[src/rtl/rsqrt_pkg.sv]
// rsqrt_pkg: shared widths, fixed-point format and saturation limits for the rsqrt evaluator
package rsqrt_pkg;
  localparam int DW = 16;
  localparam int Q_FRAC = 8;
  localparam int RND = 128;
  localparam logic [DW-1:0] Y_MAX = 16'h7FFF;
  localparam logic [DW-1:0] Y_MIN = 16'h0000;
endpackage

[src/rtl/rsqrt_pwl_eval_if.sv]
// rsqrt_pwl_eval_if: sample/LUT inputs and result outputs of the evaluator; master drives, slave is the evaluator
interface rsqrt_pwl_eval_if #(parameter int DW = 16);
  logic in_valid;
  logic [DW-1:0] x_in;
  logic lut_valid;
  logic [DW-1:0] slope_in;
  logic [DW-1:0] intercept_in;
  logic out_valid;
  logic [DW-1:0] y_out;
  logic sat_flag;
  logic align_err;
  modport master(output in_valid, x_in, lut_valid, slope_in, intercept_in,
                 input out_valid, y_out, sat_flag, align_err);
  modport slave(input in_valid, x_in, lut_valid, slope_in, intercept_in,
                output out_valid, y_out, sat_flag, align_err);
endinterface

[src/rtl/rsqrt_pwl_eval_fifo.sv]
// x_align_fifo: sync FIFO delaying x to meet its LUT coefficients; ports push/din, pop/dout/pop_ok, err on overflow/underflow
module x_align_fifo #(
  parameter int DW = 16,
  parameter int DEPTH = 4
) (
  input  logic          clk,
  input  logic          rst,
  input  logic          push,
  input  logic [DW-1:0] din,
  input  logic          pop,
  output logic [DW-1:0] dout,
  output logic          pop_ok,
  output logic          err
);
  localparam int AW = $clog2(DEPTH);
  logic [DW-1:0] mem [DEPTH];
  logic [AW-1:0] wp, rp;
  logic [AW:0] cnt;
  logic empty, full, byp, wr, rd;
  always_comb begin
    empty = cnt == '0;
    full = cnt == (AW+1)'(DEPTH);
    // push+pop on an empty FIFO hands x_in straight through without touching storage
    byp = empty && push && pop;
    dout = byp ? din : mem[rp];
    pop_ok = pop && (!empty || push);
    wr = push && (!full || pop) && !byp;
    rd = pop_ok && !byp;
    err = (push && full && !pop) || (pop && empty && !push);
  end
  always_ff @(posedge clk)
    if (wr) mem[wp] <= din;
  always_ff @(posedge clk or posedge rst)
    if (rst) begin
      wp <= '0;
      rp <= '0;
      cnt <= '0;
    end else begin
      if (wr) wp <= wp + 1'b1;
      if (rd) rp <= rp + 1'b1;
      cnt <= cnt + (AW+1)'(wr) - (AW+1)'(rd);
    end
endmodule

[src/rtl/rsqrt_pwl_eval.sv]
// rsqrt_pwl_eval: y = slope*x + intercept in Q8.8 with round half-up and clamp to 0..0x7FFF; ports clk, rst, bus (slave)
module rsqrt_pwl_eval
  import rsqrt_pkg::*;
#(
  parameter int FIFO_DEPTH = 4
) (
  input logic clk,
  input logic rst,
  rsqrt_pwl_eval_if.slave bus
);
  logic [DW-1:0] x;
  logic pop_ok, err, e1_valid, sat_lo, sat_hi;
  logic signed [2*DW:0] prod;
  logic signed [DW-1:0] icpt;
  logic signed [2*DW+1:0] sum, r;
  logic [DW-1:0] y_n;
  x_align_fifo #(.DW(DW), .DEPTH(FIFO_DEPTH)) u_fifo (
    .clk(clk), .rst(rst), .push(bus.in_valid), .din(bus.x_in),
    .pop(bus.lut_valid), .dout(x), .pop_ok(pop_ok), .err(err)
  );
  always_comb begin
    sum = (2*DW+2)'(prod) + ((2*DW+2)'(icpt) <<< Q_FRAC);
    r = (sum + (2*DW+2)'(RND)) >>> Q_FRAC;
    sat_lo = r[2*DW+1];
    sat_hi = !r[2*DW+1] && |r[2*DW:DW-1];
    y_n = sat_lo ? Y_MIN : sat_hi ? Y_MAX : r[DW-1:0];
  end
  always_ff @(posedge clk or posedge rst)
    if (rst) begin
      e1_valid <= 1'b0;
      prod <= '0;
      icpt <= '0;
      bus.out_valid <= 1'b0;
      bus.y_out <= '0;
      bus.sat_flag <= 1'b0;
      bus.align_err <= 1'b0;
    end else begin
      e1_valid <= pop_ok;
      if (pop_ok) begin
        prod <= $signed(bus.slope_in) * $signed({1'b0, x});
        icpt <= $signed(bus.intercept_in);
      end
      bus.out_valid <= e1_valid;
      if (e1_valid) begin
        bus.y_out <= y_n;
        bus.sat_flag <= sat_lo || sat_hi;
      end
      bus.align_err <= bus.align_err || err;
    end
endmodule

[src/flat_wrapper.sv]
// flat-port wrapper written by rule: the top's interface ports become plain ports
module rsqrt_pwl_eval_flat import rsqrt_pkg::*;
#(
  parameter int FIFO_DEPTH = 4
)
  (clk, rst, bus_in_valid, bus_x_in, bus_lut_valid, bus_slope_in, bus_intercept_in, bus_out_valid, bus_y_out, bus_sat_flag, bus_align_err);
  rsqrt_pwl_eval_if bus_i ();
  input logic clk;
  input logic rst;
  input wire logic [$bits(bus_i.in_valid)-1:0] bus_in_valid;
  input wire logic [$bits(bus_i.x_in)-1:0] bus_x_in;
  input wire logic [$bits(bus_i.lut_valid)-1:0] bus_lut_valid;
  input wire logic [$bits(bus_i.slope_in)-1:0] bus_slope_in;
  input wire logic [$bits(bus_i.intercept_in)-1:0] bus_intercept_in;
  output wire logic [$bits(bus_i.out_valid)-1:0] bus_out_valid;
  output wire logic [$bits(bus_i.y_out)-1:0] bus_y_out;
  output wire logic [$bits(bus_i.sat_flag)-1:0] bus_sat_flag;
  output wire logic [$bits(bus_i.align_err)-1:0] bus_align_err;
  assign bus_i.in_valid = bus_in_valid;
  assign bus_i.x_in = bus_x_in;
  assign bus_i.lut_valid = bus_lut_valid;
  assign bus_i.slope_in = bus_slope_in;
  assign bus_i.intercept_in = bus_intercept_in;
  assign bus_out_valid = bus_i.out_valid;
  assign bus_y_out = bus_i.y_out;
  assign bus_sat_flag = bus_i.sat_flag;
  assign bus_align_err = bus_i.align_err;
  rsqrt_pwl_eval #(.FIFO_DEPTH(FIFO_DEPTH)) u_core (.clk(clk), .rst(rst), .bus(bus_i));
endmodule
[config.mk]
export PLATFORM = sky130hd
export DESIGN_NAME = rsqrt_pwl_eval_flat
export DESIGN_NICKNAME = d
export VERILOG_FILES = /design/src/rtl/rsqrt_pkg.sv /design/src/rtl/rsqrt_pwl_eval_if.sv /design/src/rtl/rsqrt_pwl_eval_fifo.sv /design/src/rtl/rsqrt_pwl_eval.sv /design/src/flat_wrapper.sv
export SDC_FILE = /design/constraint.sdc
export NUM_CORES = 1
export LEC_CHECK = 0
export CAP_MARGIN = 10
export CORE_ASPECT_RATIO = 1.2
export CORE_MARGIN = 2
export CORE_UTILIZATION = 50
export DETAILED_ROUTE_END_ITERATION = 6
export GPL_ROUTABILITY_DRIVEN = 0
export PLACE_DENSITY = 0.79
export SLEW_MARGIN = 30
export SYNTH_ARGS = -nofsm -noshare
export SYNTH_HDL_FRONTEND = slang
export SYNTH_SLANG_ARGS = --single-unit
[constraint.sdc]
create_clock -name clk -period 7.4 [get_ports clk]
set_clock_uncertainty 0.15 [all_clocks]
set_input_delay 2.22 -clock clk [delete_from_list [all_inputs] [get_ports clk]]
set_output_delay 2.22 -clock clk [all_outputs]
set_load 0.1 [all_outputs]
* Word level (Yosys, flattened, before mapping)
Memories as Yosys holds them, arrays and structs flattened.
Cells that the tools add are included.
** Storage, ports and cells
- Output and inout port bits :: 19
- Memories kept :: 1
- Input bits :: 52
- Memory bits (writable) :: 64
- Bits in registers :: 76
** Operators by class
- Equal/unequal tests :: 1
- Reduce and logical (&&, ||, !) cells :: 24
- Muxes and demuxes :: 5
- $mul :: 1
- Add/subtract/negate cells :: 6
** Memories
- u_core.u_fifo.mem :: words 4, width 16, rd ports 1, clocked after Yosys merged registers in 0, wr ports 1, RTL line rsqrt_pwl_eval_fifo.sv:16 : logic [DW-1:0] mem [DEPTH];
** Operators by type and width (count)
- 16-bit 2-to-1 mux :: 3
- 33-bit by 24-bit adder with 34-bit output :: 1
- 34-bit by 9-bit adder with 34-bit output, second input constant :: 1
- 16-bit by 17-bit multiplier with 33-bit output :: 1
- 1-bit logical AND :: 11
- 11-bit OR reduction :: 1
- 1-bit zero test :: 6
- 1-bit logical OR :: 5
- 2-bit by 1-bit adder with 2-bit output, second input constant :: 2
- 3-bit by 1-bit adder with 3-bit output :: 1
- 3-bit equality test, second input constant :: 1
- 3-bit zero test :: 1
- 3-bit by 1-bit subtractor with 3-bit output :: 1
- 1-bit 2-to-1 mux :: 2

* Longest topological paths before layout
- Depth after elaboration :: 7
- Depth in mapped cells :: 29
- Gate-level depth less buffers :: 27

* By module
From an unflattened synthesis, not the netlist that was laid out.
** Unflattened totals
- Cells, all modules :: 1459
- Area, all modules :: 15212.1 um^2
** By module, submodules not included
- rsqrt_pwl_eval :: times used 1, area each 12154.2 um^2, cells an instance 1315
- x_align_fifo :: times used 1, area each 3057.9 um^2, cells an instance 144

* Least setup slack after synthesis
Ideal clock, no wire load.
- Kind :: in2reg
- Start :: input bus_in_valid
- End :: register u_core.prod[31]
- Required time :: 7.116 ns
- Arrival time :: 8.858 ns
- Buffers on the path :: 2
- Slack :: -1.742 ns
- Stages on the path :: 29
- Cells stage by stage :: nand2_1 > nor2_1 > clkbuf_1 > mux2_2 > clkbuf_1 > and2_1 > fa_1 > inv_1 > fa_1 > inv_1 > ha_1 > inv_1 > fa_1 > inv_1 > fa_1 > inv_1 > fa_1 > inv_1 > ha_1 > a21o_1 > or2_2 > a211oi_1 > a21bo_2 > a311oi_1 > o21ai_0 > a21oi_1 > a21bo_2 > xor2_1 > o21ai_0
** On the way
- Longest elaborated chain between the ends :: 4
- Elaborated cells on any way between the ends :: 6
- Those cells by class :: mul: 1; mux: 1; reduce/logical: 4
** Ends and longest elaborated chain
- start, declared :: RTL line flat_wrapper.sv:10 : input wire logic [$bits(bus_i.in_valid)-1:0] bus_in_valid;
- 1-bit logical AND (2 in series) :: RTL line rsqrt_pwl_eval_fifo.sv:24 : byp = empty && push && pop;
- 16-bit 2-to-1 mux :: RTL line rsqrt_pwl_eval_fifo.sv:25 : dout = byp ? din : mem[rp];
- 16-bit by 17-bit multiplier with 33-bit output :: RTL line rsqrt_pwl_eval.sv:40 : prod <= $signed(bus.slope_in) * $signed({1'b0, x});
- end signal, assigned :: RTL line rsqrt_pwl_eval.sv:40
- end, declared :: RTL line rsqrt_pwl_eval.sv:13 : logic signed [2*DW:0] prod;
Parallel ways exist; a longest one is shown, timed or not.
A chain may end at the register's enable or synchronous reset.

* Worst setup path after layout
Ends and elaborated chain as after synthesis.

==> results.sh <==
export IMPL_crit_path_top_delay_cell="fa_1"
export IMPL_grt_pass1_vias=12500
export IMPL_grt_max_degree=70
export IMPL_slew_headroom=0.348
export IMPL_root_buffer="clkbuf_16"
export IMPL_clk_pin_slew_ns=0.06
export IMPL_num_io_pins=71
export IMPL_post_route_period_util=1.13
export IMPL_clk_path_buf_depth=2
export IMPL_clk_latency_ns=0.44
export IMPL_whs_ns=0.319
export IMPL_vias=11800
export IMPL_cp_depth=28
export IMPL_setup_violations=21
export IMPL_syn_area_per_cell_um2=9.82
export IMPL_path_max_fanout=7
export IMPL_drc=0
export IMPL_first_pass_iters=5
export IMPL_synth_flop_cell="dfrtp_1"
export IMPL_critPathArrivalTime_ns=8.53
export IMPL_placedCellCount=2114
export IMPL_die_h_um=195
export IMPL_drt_initial_drc_count=737
export IMPL_detailed_place_area_mm2=0.0177
export IMPL_met3_usage=0.0363
export IMPL_synth_xor_xnor_area_share=0.0318
export IMPL_syn_to_final_growth_pct=25.5
export IMPL_critPathTopFamily="adder cells"
export IMPL_gr_max_usage_layer="met2"
export IMPL_synth_top_family_by_area="adder cells"
export IMPL_cts_sinks=133
export IMPL_detailed_place_hpwl_um=29100
export IMPL_ys_seq_area_frac=0.241
export IMPL_critPathBufInv=7
export IMPL_yosys_top_cells_area="fa_1 26%, edfxtp_1 13%, ha_1 12%, dfrtp_1 11%, inv_1 6.5%"
export IMPL_outcome="complete, but fails checks"
export IMPL_h_tree_depth=4
export IMPL_tritoncts="built"
export IMPL_synth_top_area_share=0.258
export IMPL_cap_violations=0
export IMPL_met2_usage=0.432
export IMPL_fin_cells=2176
export IMPL_numCtsBuffers=17
export IMPL_nNetsFinal=2169
export IMPL_core_area_mm2=0.0297
export IMPL_critPathKind="input port to flop"
export IMPL_synth_compound_area_frac=0.0879
export IMPL_setup_slack_ns=-0.969
export IMPL_ys_types=61
export IMPL_final_cell_area_mm2=0.0190
export IMPL_max_freq_ghz=0.119
export IMPL_die_w_um=163
export IMPL_grt_pass1_wl_um=60100
export IMPL_synth_edff_count=64
export IMPL_yosys_area_share_simple=0.145
export IMPL_synth_net_count=1939
export IMPL_worst_path_largest_cell_delay_ns=0.52
export IMPL_overflow=0
export IMPL_drive_gt1_frac=0.235
export IMPL_synthAdderAreaFrac=0.382
export IMPL_postRouteWirelength_um=37400
export IMPL_hold_depth=1
export IMPL_yosys_warnings=0
export IMPL_antenna_found_initial=1
export IMPL_syn_inst=1542
export IMPL_violations="setup timing"
export IMPL_vias_per_cell=5.41
export IMPL_port_buffers=70
export IMPL_reg2regPathDepth=27
export IMPL_timing_final_hold_violations=0
export IMPL_synth_mux_area_frac=0.0342
export IMPL_rows=69
export IMPL_ys_ff_latch=133
export IMPL_use_met1=0.280
export IMPL_cp_required_ns=7.56
export IMPL_grt_usage=0.242
export IMPL_crit_path_end_kind="flop"
export IMPL_ant_nets=0
export IMPL_slew_viol_final=0
export IMPL_initial_core_util=0.510
export IMPL_period_minus_slack_ns=8.37
export IMPL_async_reset_ff_frac=0.519
export IMPL_cp_common_cell="fa_1"
export IMPL_die_area_mm2=0.0317
export IMPL_cp_start_kind="input port"
export IMPL_detail_route_wl_per_cell_um=17.2
export IMPL_hold_class="flop to flop"
export IMPL_synth_largest_area_cell="fa_1"
export IMPL_rsz0062_at_grt="true"
export IMPL_fill_cells=2210
export IMPL_tightest_slew_ns=0.975
export IMPL_syn_cell_area_mm2=0.0151
-- kinds of logic after synthesis --
logic type | Yosys count
multiplexers | 30
AND/OR/NAND/NOR | 462
XOR/XNOR | 55
flip-flops | 133
AO/OA/AOI/OAI | 202
adder cells (fa/ha/maj) | 345
buffers and inverters | 315
-- synthesized netlist by cell type, drive strengths merged, types with 2 or more instances --
master,n
ha,150
and3,4
o21bai,7
a21oi,95
a21bo,2
fa,195
a221oi,2
nor2b,15
and2,108
o22ai,2
buf,4
o211a,2
and4,3
a21o,24
nor3,8
or3,5
nand4,6
a31oi,5
o21ai,33
clkbuf,49
o31ai,4
o211ai,3
or2,8
a211oi,5
nor2,64
nand3,8
inv,262
a311oi,2
dfrtp,69
mux2,14
mux4,16
nand2b,12
edfxtp,64
a2111oi,2
nand2,217
a21boi,3
xor2,25
xnor2,30
a211o,3
-- registers in the layout, summed over array words and instances (netlist names) --
register and cells:
u_core.u_fifo.mem 64, u_core.prod 26, u_core.bus.y_out 16, u_core.icpt 16
u_core.u_fifo.cnt 3, u_core.u_fifo.rp 2, u_core.u_fifo.wp 2, u_core.bus.align_err 1
u_core.bus.out_valid 1, u_core.bus.sat_flag 1, u_core.e1_valid 1
-- through the flow --
stage,TNS (ns),utilization,worst slack (ns)
2_1_floorplan,-11.06,-,-0.977
5_1_grt,-16.17,0.640,-1.15
6_report,-11.80,0.640,-0.969
3_3_place_gp,-36.29,0.594,-1.82
4_1_cts,-10.17,0.630,-0.790
3_5_place_dp,-38.88,0.594,-1.99
-- cells in the final DEF, fill, tap and decap left out, types with 15 or more instances in the layout --
cell type,synthesis,final
fa_1,195,181
mux4_2,16,16
a21o_1,23,23
xnor2_1,30,24
dfrtp_1,69,69
buf_4,0,170
inv_1,262,239
edfxtp_1,64,64
ha_4,0,17
o21ai_0,28,17
xor2_1,25,25
a21oi_2,14,26
clkbuf_16,0,18
ha_1,150,131
buf_6,1,17
a21oi_1,81,68
clkdlybuf4s50_1,0,55
nand2_1,216,210
nor2_1,64,56
nor2b_1,15,15
and2_1,108,94
inv_2,0,22
-- metal layers --
layer,vias up,share of wire
li1,5407,-
met2,387,0.53
met4,0,0.045
met1,5849,0.37
met3,126,0.051
met5,-,0
-- timing repair --
action / in CTS / in global routing
pin swaps: 66 / 49
hold buffers: 0 / 0
setup endpoints to repair: 25 / 23
buffers inserted: 19 / 9
cloned: 1 / 1
gates resized for setup: 107 / 53
-- path summary, 6_finish.rpt --
path / startpoint / endpoint / slack, ns
min: u_core.bus.align_err / u_core.bus.align_err / 0.32
max reg2reg: u_core.u_fifo.cnt[2] / u_core.prod[31] / 0.01
max in group asynchronous: rst / u_core.bus.y_out[8] / 4.55
max: bus_in_valid / u_core.prod[31] / -0.97
min reg2reg: u_core.bus.align_err / u_core.bus.align_err / 0.32
min in group asynchronous: rst / u_core.icpt[15] / 2.10
-- layout make-up --
type | instances | area (µm²) | share of cell area
Multi-Input combinational cell | 1096 | 11000 | 0.580
Tap cell | 390 | 488 | 0.0257
Sequential cell | 133 | 3650 | 0.192
Timing Repair Buffer | 262 | 2260 | 0.119
Clock buffer | 20 | 468 | 0.0246
Antenna cell | 1 | 2.50 | 0.000132
Clock inverter | 12 | 140 | 0.00737
Inverter | 262 | 983 | 0.0517
Power is not shown: default switching activity piles up to over one toggle a cycle in this logic, so the estimate is an artifact.
